### config.mk
export PLATFORM = sky130hd
export DESIGN_NAME = muldiv_unit
export DESIGN_NICKNAME = d
export VERILOG_FILES = /design/src/rtl/mips_pkg.sv /design/src/rtl/muldiv_core.sv /design/src/rtl/muldiv_unit.sv
export SDC_FILE = /design/constraint.sdc
export NUM_CORES = 1
export LEC_CHECK = 0
export ABC_AREA = 0
export CORE_UTILIZATION = 60
export CTS_CLUSTER_DIAMETER = 150
export DETAILED_ROUTE_END_ITERATION = 7
export MAX_ROUTING_LAYER = met4
export PLACE_DENSITY = 0.81
export SYNTH_ARGS = -nofsm -noshare
export SYNTH_HDL_FRONTEND = slang
export SYNTH_HIERARCHICAL = 1
export SYNTH_SLANG_ARGS = --single-unit
### constraint.sdc
create_clock -name clk -period 3.9 [get_ports clk]
set_clock_uncertainty 0.15 [all_clocks]
set_input_delay 0.975 -clock clk [delete_from_list [all_inputs] [get_ports clk]]
set_output_delay 0.975 -clock clk [all_outputs]
set_load 0.05 [all_outputs]
### src/rtl/mips_pkg.sv
// Shared definitions for the MIPS core: multiply/divide FSM states, op codes
// and the default HI/LO width.
package mips_pkg;

    localparam int unsigned MD_WIDTH = 32;

    typedef enum logic [1:0] {
        IDLE,
        RUN,
        FIX
    } muldiv_state_t;

    // funct[1:0] of MULT/MULTU/DIV/DIVU
    localparam logic [1:0] MD_MULT  = 2'b00;
    localparam logic [1:0] MD_MULTU = 2'b01;
    localparam logic [1:0] MD_DIV   = 2'b10;
    localparam logic [1:0] MD_DIVU  = 2'b11;

endpackage

### src/rtl/muldiv_core.sv
// One radix-2 iteration: shift-add multiply step or restoring divide step
// on a shared 2*WIDTH accumulator.
module muldiv_core #(
    parameter int unsigned WIDTH = 32
) (
    input  logic                 is_div,
    input  logic [2*WIDTH-1:0]   acc,
    input  logic [WIDTH-1:0]     operand,
    output logic [2*WIDTH-1:0]   acc_next
);

    logic [WIDTH:0] sum;
    logic [WIDTH:0] shifted;
    logic [WIDTH:0] diff;

    // Mult: acc = {partial product, multiplier}; operand = multiplicand.
    // Div:  acc = {remainder, dividend/quotient}; operand = divisor.
    always_comb begin
        sum      = {1'b0, acc[2*WIDTH-1:WIDTH]} + {1'b0, (acc[0] ? operand : {WIDTH{1'b0}})};
        shifted  = {acc[2*WIDTH-1:WIDTH], acc[WIDTH-1]};
        diff     = shifted - {1'b0, operand};
        acc_next = {sum, acc[WIDTH-1:1]};
        if (is_div) begin
            if (!diff[WIDTH]) begin
                acc_next = {diff[WIDTH-1:0], acc[WIDTH-2:0], 1'b1};
            end else begin
                acc_next = {shifted[WIDTH-1:0], acc[WIDTH-2:0], 1'b0};
            end
        end
    end

endmodule

### src/rtl/muldiv_unit.sv
// Iterative MULT/MULTU/DIV/DIVU unit owning HI/LO, with MTHI/MTLO writes,
// MFHI/MFLO reads and a stall toward the datapath while busy.
module muldiv_unit import mips_pkg::*; #(
    parameter int unsigned WIDTH = MD_WIDTH
) (
    input  logic             clk,
    input  logic             reset,
    input  logic             spregwrite,
    input  logic             resmove,
    input  logic             spaddr,
    input  logic             mf,
    input  logic [1:0]       funct,
    input  logic [WIDTH-1:0] srca,
    input  logic [WIDTH-1:0] srcb,
    output logic [WIDTH-1:0] rdata,
    output logic             busy,
    output logic             stall
);

    localparam int unsigned CW = $clog2(WIDTH) + 1;

    muldiv_state_t      state, next_state;
    logic [CW-1:0]      count;
    logic [2*WIDTH-1:0] acc, acc_next;
    logic [WIDTH-1:0]   operand;
    logic               is_div, neg_q, neg_r, div_zero;
    logic [WIDTH-1:0]   hi, lo;

    logic               start, mt_write, signed_op;
    logic [WIDTH-1:0]   mag_a, mag_b;
    logic [2*WIDTH-1:0] prod;
    logic [WIDTH-1:0]   quo, rem;

    assign start     = (state == IDLE) && spregwrite && resmove;
    assign mt_write  = (state == IDLE) && spregwrite && !resmove;
    assign signed_op = !funct[0];
    assign mag_a     = (signed_op && srca[WIDTH-1]) ? (~srca + 1'b1) : srca;
    assign mag_b     = (signed_op && srcb[WIDTH-1]) ? (~srcb + 1'b1) : srcb;

    muldiv_core #(.WIDTH(WIDTH)) u_core (
        .is_div   (is_div),
        .acc      (acc),
        .operand  (operand),
        .acc_next (acc_next)
    );

    always_comb begin
        next_state = state;
        case (state)
            IDLE:    if (start) next_state = RUN;
            RUN:     if (count == CW'(WIDTH - 1)) next_state = FIX;
            FIX:     next_state = IDLE;
            default: next_state = IDLE;
        endcase
    end

    always_ff @(posedge clk or negedge reset) begin
        if (!reset) begin
            state <= IDLE;
            busy  <= 1'b0;
        end else begin
            state <= next_state;
            busy  <= (next_state != IDLE);
        end
    end

    // Divide-by-zero forces LO to all-ones; HI already comes back as srca
    // because the remainder magnitude equals |srca| and carries srca's sign.
    always_comb begin
        prod = neg_q ? (~acc + 1'b1) : acc;
        quo  = div_zero ? '1 : (neg_q ? (~acc[WIDTH-1:0] + 1'b1) : acc[WIDTH-1:0]);
        rem  = neg_r ? (~acc[2*WIDTH-1:WIDTH] + 1'b1) : acc[2*WIDTH-1:WIDTH];
    end

    always_ff @(posedge clk or negedge reset) begin
        if (!reset) begin
            count    <= '0;
            acc      <= '0;
            operand  <= '0;
            is_div   <= 1'b0;
            neg_q    <= 1'b0;
            neg_r    <= 1'b0;
            div_zero <= 1'b0;
            hi       <= '0;
            lo       <= '0;
        end else begin
            case (state)
                IDLE: begin
                    if (start) begin
                        count    <= '0;
                        is_div   <= funct[1];
                        neg_q    <= signed_op && (srca[WIDTH-1] ^ srcb[WIDTH-1]);
                        neg_r    <= signed_op && srca[WIDTH-1];
                        div_zero <= funct[1] && (srcb == '0);
                        if (funct[1]) begin
                            acc     <= {{WIDTH{1'b0}}, mag_a};
                            operand <= mag_b;
                        end else begin
                            acc     <= {{WIDTH{1'b0}}, mag_b};
                            operand <= mag_a;
                        end
                    end else if (mt_write) begin
                        if (spaddr) lo <= srca;
                        else        hi <= srca;
                    end
                end
                RUN: begin
                    acc   <= acc_next;
                    count <= count + 1'b1;
                end
                FIX: begin
                    if (is_div) begin
                        lo <= quo;
                        hi <= rem;
                    end else begin
                        lo <= prod[WIDTH-1:0];
                        hi <= prod[2*WIDTH-1:WIDTH];
                    end
                end
                default: ;
            endcase
        end
    end

    assign rdata = spaddr ? lo : hi;
    assign stall = (mf || spregwrite) && busy;

endmodule
Word-level counts from Yosys, hierarchy flattened
Index checks and enable logic that the tools add are counted.
{"block": "word_totals", "elab_cells": 82, "register_bits": 173, "output_inout_bits": 34}
{"block": "op_classes", "mux": 29, "n_addsub": 8, "reduce_logical": 20, "n_bitwise": 6, "eq_ne": 8}
{"cell": "$mux W32", "count": 17}
{"cell": "$mux W64", "count": 4}
{"cell": "$add A32 B1 Y32 const B", "count": 4}
{"cell": "$not A32 Y32", "count": 4}
{"cell": "$pmux W32 S2", "count": 2}
{"cell": "$pmux W64 S2", "count": 1}
{"cell": "$add A64 B1 Y64 const B", "count": 1}
{"cell": "$not A64 Y64", "count": 1}
{"cell": "$add A32 B32 Y33", "count": 1}
{"cell": "$sub A33 B32 Y33", "count": 1}
{"cell": "$logic_not A32 Y1", "count": 1}
{"cell": "$pmux W6 S2", "count": 1}
{"cell": "$ne A2 B2 Y1 const B", "count": 5}
{"cell": "$logic_and A1 B1 Y1", "count": 8}
{"cell": "$reduce_and A4 Y1", "count": 2}
{"cell": "$add A6 B1 Y6 const B", "count": 1}
{"cell": "$eq A6 B5 Y1 const B", "count": 1}
{"cell": "$mux W6", "count": 1}
{"cell": "$reduce_bool A2 Y1", "count": 3}
{"cell": "$mux W2", "count": 2}
{"cell": "$pmux W2 S2", "count": 1}
{"cell": "$reduce_and A2 Y1", "count": 2}
{"cell": "$eq A2 B1 Y1 const B", "count": 1}
{"cell": "$eq A2 B2 Y1 const B", "count": 1}
{"cell": "4 further kinds", "count": 5}

Depth between registers and ports, before layout
{"block": "logic_depth", "ltp_word": 6, "mapped_depth": 16, "depth_no_buf": 14}

Modules after synthesis
Netlist, hierarchy kept.
{"mod": "muldiv_unit", "cells_per_inst": 1328, "seq_area_each_um2": 4329.2, "area_per_inst_um2": 11488.5, "instances": 1}
{"mod": "muldiv_core", "cells_per_inst": 688, "seq_area_each_um2": 0.0, "area_per_inst_um2": 4820.9, "instances": 1}

Worst setup path before layout
Ideal clock, no wire load.
{"block": "synth_path", "kind": "register -> register", "from": "reg acc[0]", "to": "reg acc[63]", "path_stages_with_launch": 16, "path_slack_ps": 420, "path_buffers": 1, "t_required_ps": 3613, "period_less_slack_ps": 3480, "arrival_time_ps": 3193, "cell_sequence": "dfrtp_1 > clkbuf_1 > and2_1 > ha_1 > fa_1 > a211oi_2 > o21a_1 > o21bai_1 > a2111oi_2 > nor3_1 > o41ai_2 > nor2_1 > a2111oi_0 > a21oi_1 > nand2_1 > o21ai_0"}
{"block": "synth_between", "elab_chain_len": 4}
{"item": "start: declaration", "line_no": "muldiv_unit.sv:24", "source": "logic [2*WIDTH-1:0] acc, acc_next;"}
{"item": "start signal: assignment", "line_no": "muldiv_unit.sv:96", "source": "acc <= {{WIDTH{1'b0}}, mag_a};"}
{"item": "start signal: assignment", "line_no": "muldiv_unit.sv:99", "source": "acc <= {{WIDTH{1'b0}}, mag_b};"}
{"item": "start signal: assignment", "line_no": "muldiv_unit.sv:108", "source": "acc <= acc_next;"}
{"item": "$mux W32", "line_no": "muldiv_core.sv:19", "source": "sum = {1'b0, acc[2*WIDTH-1:WIDTH]} + {1'b0, (acc[0] ? operand : {WIDTH{1'b0}})};"}
{"item": "$add A32 B32 Y33", "line_no": "muldiv_core.sv:19"}
{"item": "$mux W64", "line_no": "muldiv_core.sv:23", "source": "if (is_div) begin"}
{"item": "via acc_next[63]", "line_no": "muldiv_unit.sv:24"}
{"item": "$pmux W64 S2", "line_no": "muldiv_unit.sv:87", "source": "case (state)"}
The timed path passes the listed nets, and every way through them passes these cells.
A chain may end at the register's enable or synchronous reset.

Worst setup path after layout
{"block": "layout_path", "from": "reg operand[0]", "to": "reg acc[63]"}
{"block": "layout_between", "elab_chain_len": 4}
{"item": "start: declaration", "line_no": "muldiv_unit.sv:25", "source": "logic [WIDTH-1:0] operand;"}
{"item": "start signal: assignment", "line_no": "muldiv_unit.sv:97", "source": "operand <= mag_b;"}
{"item": "start signal: assignment", "line_no": "muldiv_unit.sv:100", "source": "operand <= mag_a;"}
{"item": "$sub A33 B32 Y33 or $mux W32 (tied branches)", "line_no": "muldiv_core.sv:21, muldiv_core.sv:19"}
{"item": "$mux W64 or $add A32 B32 Y33 (tied branches)", "line_no": "muldiv_core.sv:24, muldiv_core.sv:19"}
{"item": "$mux W64 (*)", "line_no": "muldiv_core.sv:23"}
{"item": "via acc_next[63]", "line_no": "muldiv_unit.sv:24"}
{"item": "$pmux W64 S2 (*)", "line_no": "muldiv_unit.sv:87"}
Mark *: on every way through the listed nets, which the timed path passes. The rest lies on a longest branch.

==> report_table.html <==
<table>
<tr><th>Metric</th><th>Value</th></tr>
<tr><th colspan="2">Synthesis</th></tr>
<tr><td>Post-synthesis cell type count</td><td>97</td></tr>
<tr><td>Combinational family with the most area after synthesis</td><td>compound AO/OA/AOI/OAI gates</td></tr>
<tr><td>Multiplexer share of the synthesized area</td><td>7.83%</td></tr>
<tr><td>Fraction of the mapped netlist area in simple logic gates</td><td>20.2%</td></tr>
<tr><td>Synthesized Nets</td><td>2159</td></tr>
<tr><td>Yosys synthesis warning count</td><td>6</td></tr>
<tr><td>Post-synth top area cell</td><td>dfrtp_1</td></tr>
<tr><td>Proportion of netlist area held by the largest area contributor</td><td>between 20% and 30%</td></tr>
<tr><td>Portion of the post-synthesis area used by sequential elements</td><td>a little over a quarter</td></tr>
<tr><td>Cell count after synthesis</td><td>2016</td></tr>
<tr><td>Mean instance size in the synthesized netlist</td><td>8.09 sq um</td></tr>
<tr><td>Leading register cell type out of synthesis</td><td>dfrtp_1</td></tr>
<tr><td>Mapped Area</td><td>16300 sq um</td></tr>
<tr><td>Compound-Gate Fraction of Synth Area</td><td>roughly a quarter</td></tr>
<tr><td>Number of synthesized register bits</td><td>roughly 170</td></tr>
<tr><td>Post-Synth Adder-Cell Area</td><td>under 10%</td></tr>
<tr><td>Number of enable flip-flop cells after synthesis</td><td>0</td></tr>
<tr><td>Post-synthesis share of cell area spent on xor and xnor gates</td><td>8.70%</td></tr>
<tr><td>Area contributors post-synth</td><td>dfrtp_1 (27%), mux2_2 (6.3%), o21ai_0 (5.3%)</td></tr>
<tr><td>Proportion of synthesized flip-flops having asynchronous set or reset</td><td>100%</td></tr>
<tr><th colspan="2">Route</th></tr>
<tr><td>Detailed-route wire length</td><td>61400 microns</td></tr>
<tr><td>Length of the first detailed-routing pass in iterations</td><td>6</td></tr>
<tr><td>Violation count after the first detailed-route iteration</td><td>between 2000 and 2500</td></tr>
<tr><td>Count of antenna-violating nets left after detailed routing</td><td>0</td></tr>
<tr><td>Number of vias per cell</td><td>6.98</td></tr>
<tr><td>Detail-routed net length per standard cell</td><td>24.7 microns</td></tr>
<tr><td>Vias after detailed routing</td><td>17400</td></tr>
<tr><td>DR DRC count</td><td>0</td></tr>
<tr><th colspan="2">Final layout</th></tr>
<tr><td>Final standard cell area without fillers</td><td>19200 sq um</td></tr>
<tr><td>Most common cell after layout, fill and taps aside</td><td>nand2_1</td></tr>
<tr><td>Share of layout cells above drive strength 1</td><td>15.7%</td></tr>
<tr><td>Filler cell count in the final layout</td><td>2112</td></tr>
<tr><td>Multi-input combinational cell area</td><td>11200 sq um</td></tr>
<tr><td>Highest-count cells in the layout ignoring fill and taps</td><td>nand2_1 (222), o21ai_0 (173), dfrtp_1 (172)</td></tr>
<tr><td>Synth-to-Final Area Change</td><td>17.5%</td></tr>
<tr><td>Final nets</td><td>2279</td></tr>
<tr><td>Area of all sequential standard cells</td><td>roughly 4300 sq um</td></tr>
<tr><td>Post-route core utilization</td><td>72.7%</td></tr>
<tr><th colspan="2">Clock tree</th></tr>
<tr><td>Clock tree from TritonCTS</td><td>done</td></tr>
<tr><td>Root Buffer Master</td><td>clkbuf_16</td></tr>
<tr><td>Total number of H-tree levels</td><td>4</td></tr>
<tr><td>Clock latency reported for the late side of the worst-skew pair</td><td>0.46 ns</td></tr>
<tr><td>Cts-stage hold buffer count</td><td>0</td></tr>
<tr><td>Total number of clock tree sinks</td><td>around 170</td></tr>
<tr><td>Number of buffers added by the clock tree synthesis step</td><td>17</td></tr>
<tr><td>Clk slew on worst S/H paths</td><td>~0.080 ns</td></tr>
<tr><td>Clock Path Buffers</td><td>2</td></tr>
<tr><th colspan="2">Critical path</th></tr>
<tr><td>Highest net fanout along the worst path</td><td>2</td></tr>
<tr><td>Type of element capturing the critical path</td><td>flop</td></tr>
<tr><td>Req. time, crit path</td><td>about 4 ns</td></tr>
<tr><td>Setup slack on the worst flop-to-flop path</td><td>between 0.02 and 0.03 ns</td></tr>
<tr><td>Category of the critical setup timing path</td><td>reg2reg</td></tr>
<tr><td>Startpoint kind of the worst setup timing path</td><td>flop</td></tr>
<tr><td>Data arrival, critical path</td><td>between 4 and 5 ns</td></tr>
<tr><td>Critical R2R Launch</td><td>operand[0]</td></tr>
<tr><td>Source of the critical timing path</td><td>operand[0]</td></tr>
<tr><th colspan="2">GRT</th></tr>
<tr><td>First-pass GRT wire length</td><td>95400 microns</td></tr>
<tr><td>Pin count of the biggest net entering global routing</td><td>69</td></tr>
<tr><td>Via count of the first global-routing pass</td><td>roughly 16000</td></tr>
<tr><td>Number of antenna violations at the first check in global routing</td><td>2</td></tr>
<tr><td>GRT overflow</td><td>0</td></tr>
<tr><td>GRT Util Overall</td><td>45.6%</td></tr>
<tr><th colspan="2">Place</th></tr>
<tr><td>Placed cell area</td><td>between 15000 and 20000 sq um</td></tr>
<tr><td>Dpl hpwl</td><td>46500 microns</td></tr>
<tr><td>Pre-CTS setup slack</td><td>-0.0827 ns</td></tr>
<tr><td>Last weighted congestion value of the routability-driven placer</td><td>1.08</td></tr>
<tr><td>Buffers added on ports</td><td>between 100 and 150</td></tr>
<tr><th colspan="2">Die</th></tr>
<tr><td>Chip Height</td><td>167 microns</td></tr>
<tr><td>Row Count</td><td>59</td></tr>
<tr><td>Die Footprint</td><td>27800 sq um</td></tr>
<tr><td>Count of pins on the block boundary</td><td>106</td></tr>
<tr><td>Core area</td><td>~26000 sq um</td></tr>
<tr><td>Die width</td><td>167 microns</td></tr>
<tr><td>Starting Density</td><td>61.9%</td></tr>
<tr><th colspan="2">STA</th></tr>
<tr><td>Unrepaired setup endpoints after global routing</td><td>true</td></tr>
<tr><td>Final worst-path cycle share</td><td>99.3%</td></tr>
<tr><td>Setup tns final</td><td>0 ns</td></tr>
<tr><td>Crit path setup slack, layout</td><td>0.0269 ns</td></tr>
<tr><td>Fmax</td><td>between 200 and 300 MHz</td></tr>
<tr><td>Total of endpoints with negative setup slack in the final report</td><td>0</td></tr>
<tr><td>Final max-slew violation count</td><td>0</td></tr>
<tr><td>Worst slack on hold paths</td><td>approximately 0.34 ns</td></tr>
<tr><td>Actual slew at the worst max-slew pin</td><td>1.20 ns</td></tr>
<tr><td>Final period demand of the worst path</td><td>3.87 ns</td></tr>
<tr><td>Hold violation total from the final report</td><td>0</td></tr>
<tr><td>Relative slew slack</td><td>19.6%</td></tr>
<tr><th colspan="2">Power and ir drop</th></tr>
<tr><td>Total power per unit cell area</td><td>819 nW/um^2</td></tr>
<tr><td>LEAKAGE</td><td>8.16 nW</td></tr>
<tr><td>IR Drop Worst-Case VDD</td><td>1.32 mV</td></tr>
<tr><th colspan="2">Run</th></tr>
<tr><td>Max_cap viols</td><td>0</td></tr>
<tr><th colspan="2">Min path</th></tr>
<tr><td>Hold Crit Start</td><td>lo[19]</td></tr>
<tr><td>Type of the worst min-delay path</td><td>reg2reg</td></tr>
<tr><th colspan="2">Status</th></tr>
<tr><td>Run status</td><td>finished clean</td></tr>
</table>
## where the power goes
group / leakage [nW] / internal, mW / total (mW) / switching [mW]
clock network: 0.292 / 0.871 / 1.80 / 0.924
registers: 2.12 / 2.41 / 3.40 / 0.983
logic: 5.75 / 4.40 / 10.5 / 6.10
total: 8.16 / 7.69 / 15.7 / 8.00
## synthesized netlist by cell type, types with 21 or more instances
cell,count
nand2_1,222
o21ai_0,174
dfrtp_1,173
a21oi_1,142
nor2_1,120
clkbuf_1,106
mux2_2,91
xnor2_1,89
xor2_1,73
ha_1,69
inv_1,57
nor3_1,42
nand3_1,39
a21o_1,37
and2_1,37
and3_1,36
o31ai_1,33
nor4_1,31
or3_1,31
o22ai_1,29
mux2i_1,23
o221ai_1,21
## timing repair
action,4_1_cts,5_1_grt
buffers inserted,0,0
gates resized for setup,0,2
setup endpoints to repair,0,4
## worst max-delay path, cell delays in order (launching register included)
cell and delay, ns:
dfrtp_1 0.38, and2_1 0.22, ha_1 0.23, fa_1 0.41, a211oi_2 0.29, o21a_1 0.19
o21bai_1 0.13, a2111oi_2 0.40, buf_4 0.19, nor3_1 0.08, o41ai_2 0.30, nor2_1 0.12
a2111oi_1 0.39, a21oi_1 0.10, nand2_1 0.09, o21ai_0 0.09
## final timing paths
path,endpoint,cells past startpoint
max,acc[63],15
min,lo[19],2
max reg2reg,acc[63],15
min reg2reg,lo[19],2
max in group asynchronous,div_zero,2
min in group asynchronous,lo[13],1
## per-layer routing
layer,vias to the layer above,routed length [microns],track usage (%)
li1,7693,-,-
met1,8321,24400,59.7
met2,1112,26200,65.8
met3,241,7110,10.1
met4,0,3730,23.6
met5,-,0,-
## cell families (layout without fill, tap and decap cells)
family / count (synthesis) / after routing
other cells: 0 / 3
simple gates: 659 / 659
xor+xnor: 162 / 162
buf+inv: 184 / 317
compound gates: 651 / 651
flops: 173 / 173
fa+ha+maj: 71 / 71
mux: 116 / 116
## sequential cells by signal, summed over array words and instances, names as in the netlist
signal,count
is_div,1
busy,1
state,2
acc,64
div_zero,1
count,6
hi,32
lo,32
neg_q,1
neg_r,1
operand,32
## final cells by class
class	instances	area share (%)
Antenna cell	3	0.0392
Clock buffer	18	2.24
Clock inverter	14	0.914
Inverter	58	1.14
Multi-Input combinational cell	1659	58.6
Sequential cell	173	22.6
Tap cell	335	2.19
Timing Repair Buffer	227	12.3
## per-stage QoR
step                power, mW  cells
floorplan                10.3   2016
global placement         13.3   2452
detailed placement       13.5   2452
CTS                      15.3   2484
global route             16.6   2485
finish                   15.7   2487
(Power assumes the default switching activity.)
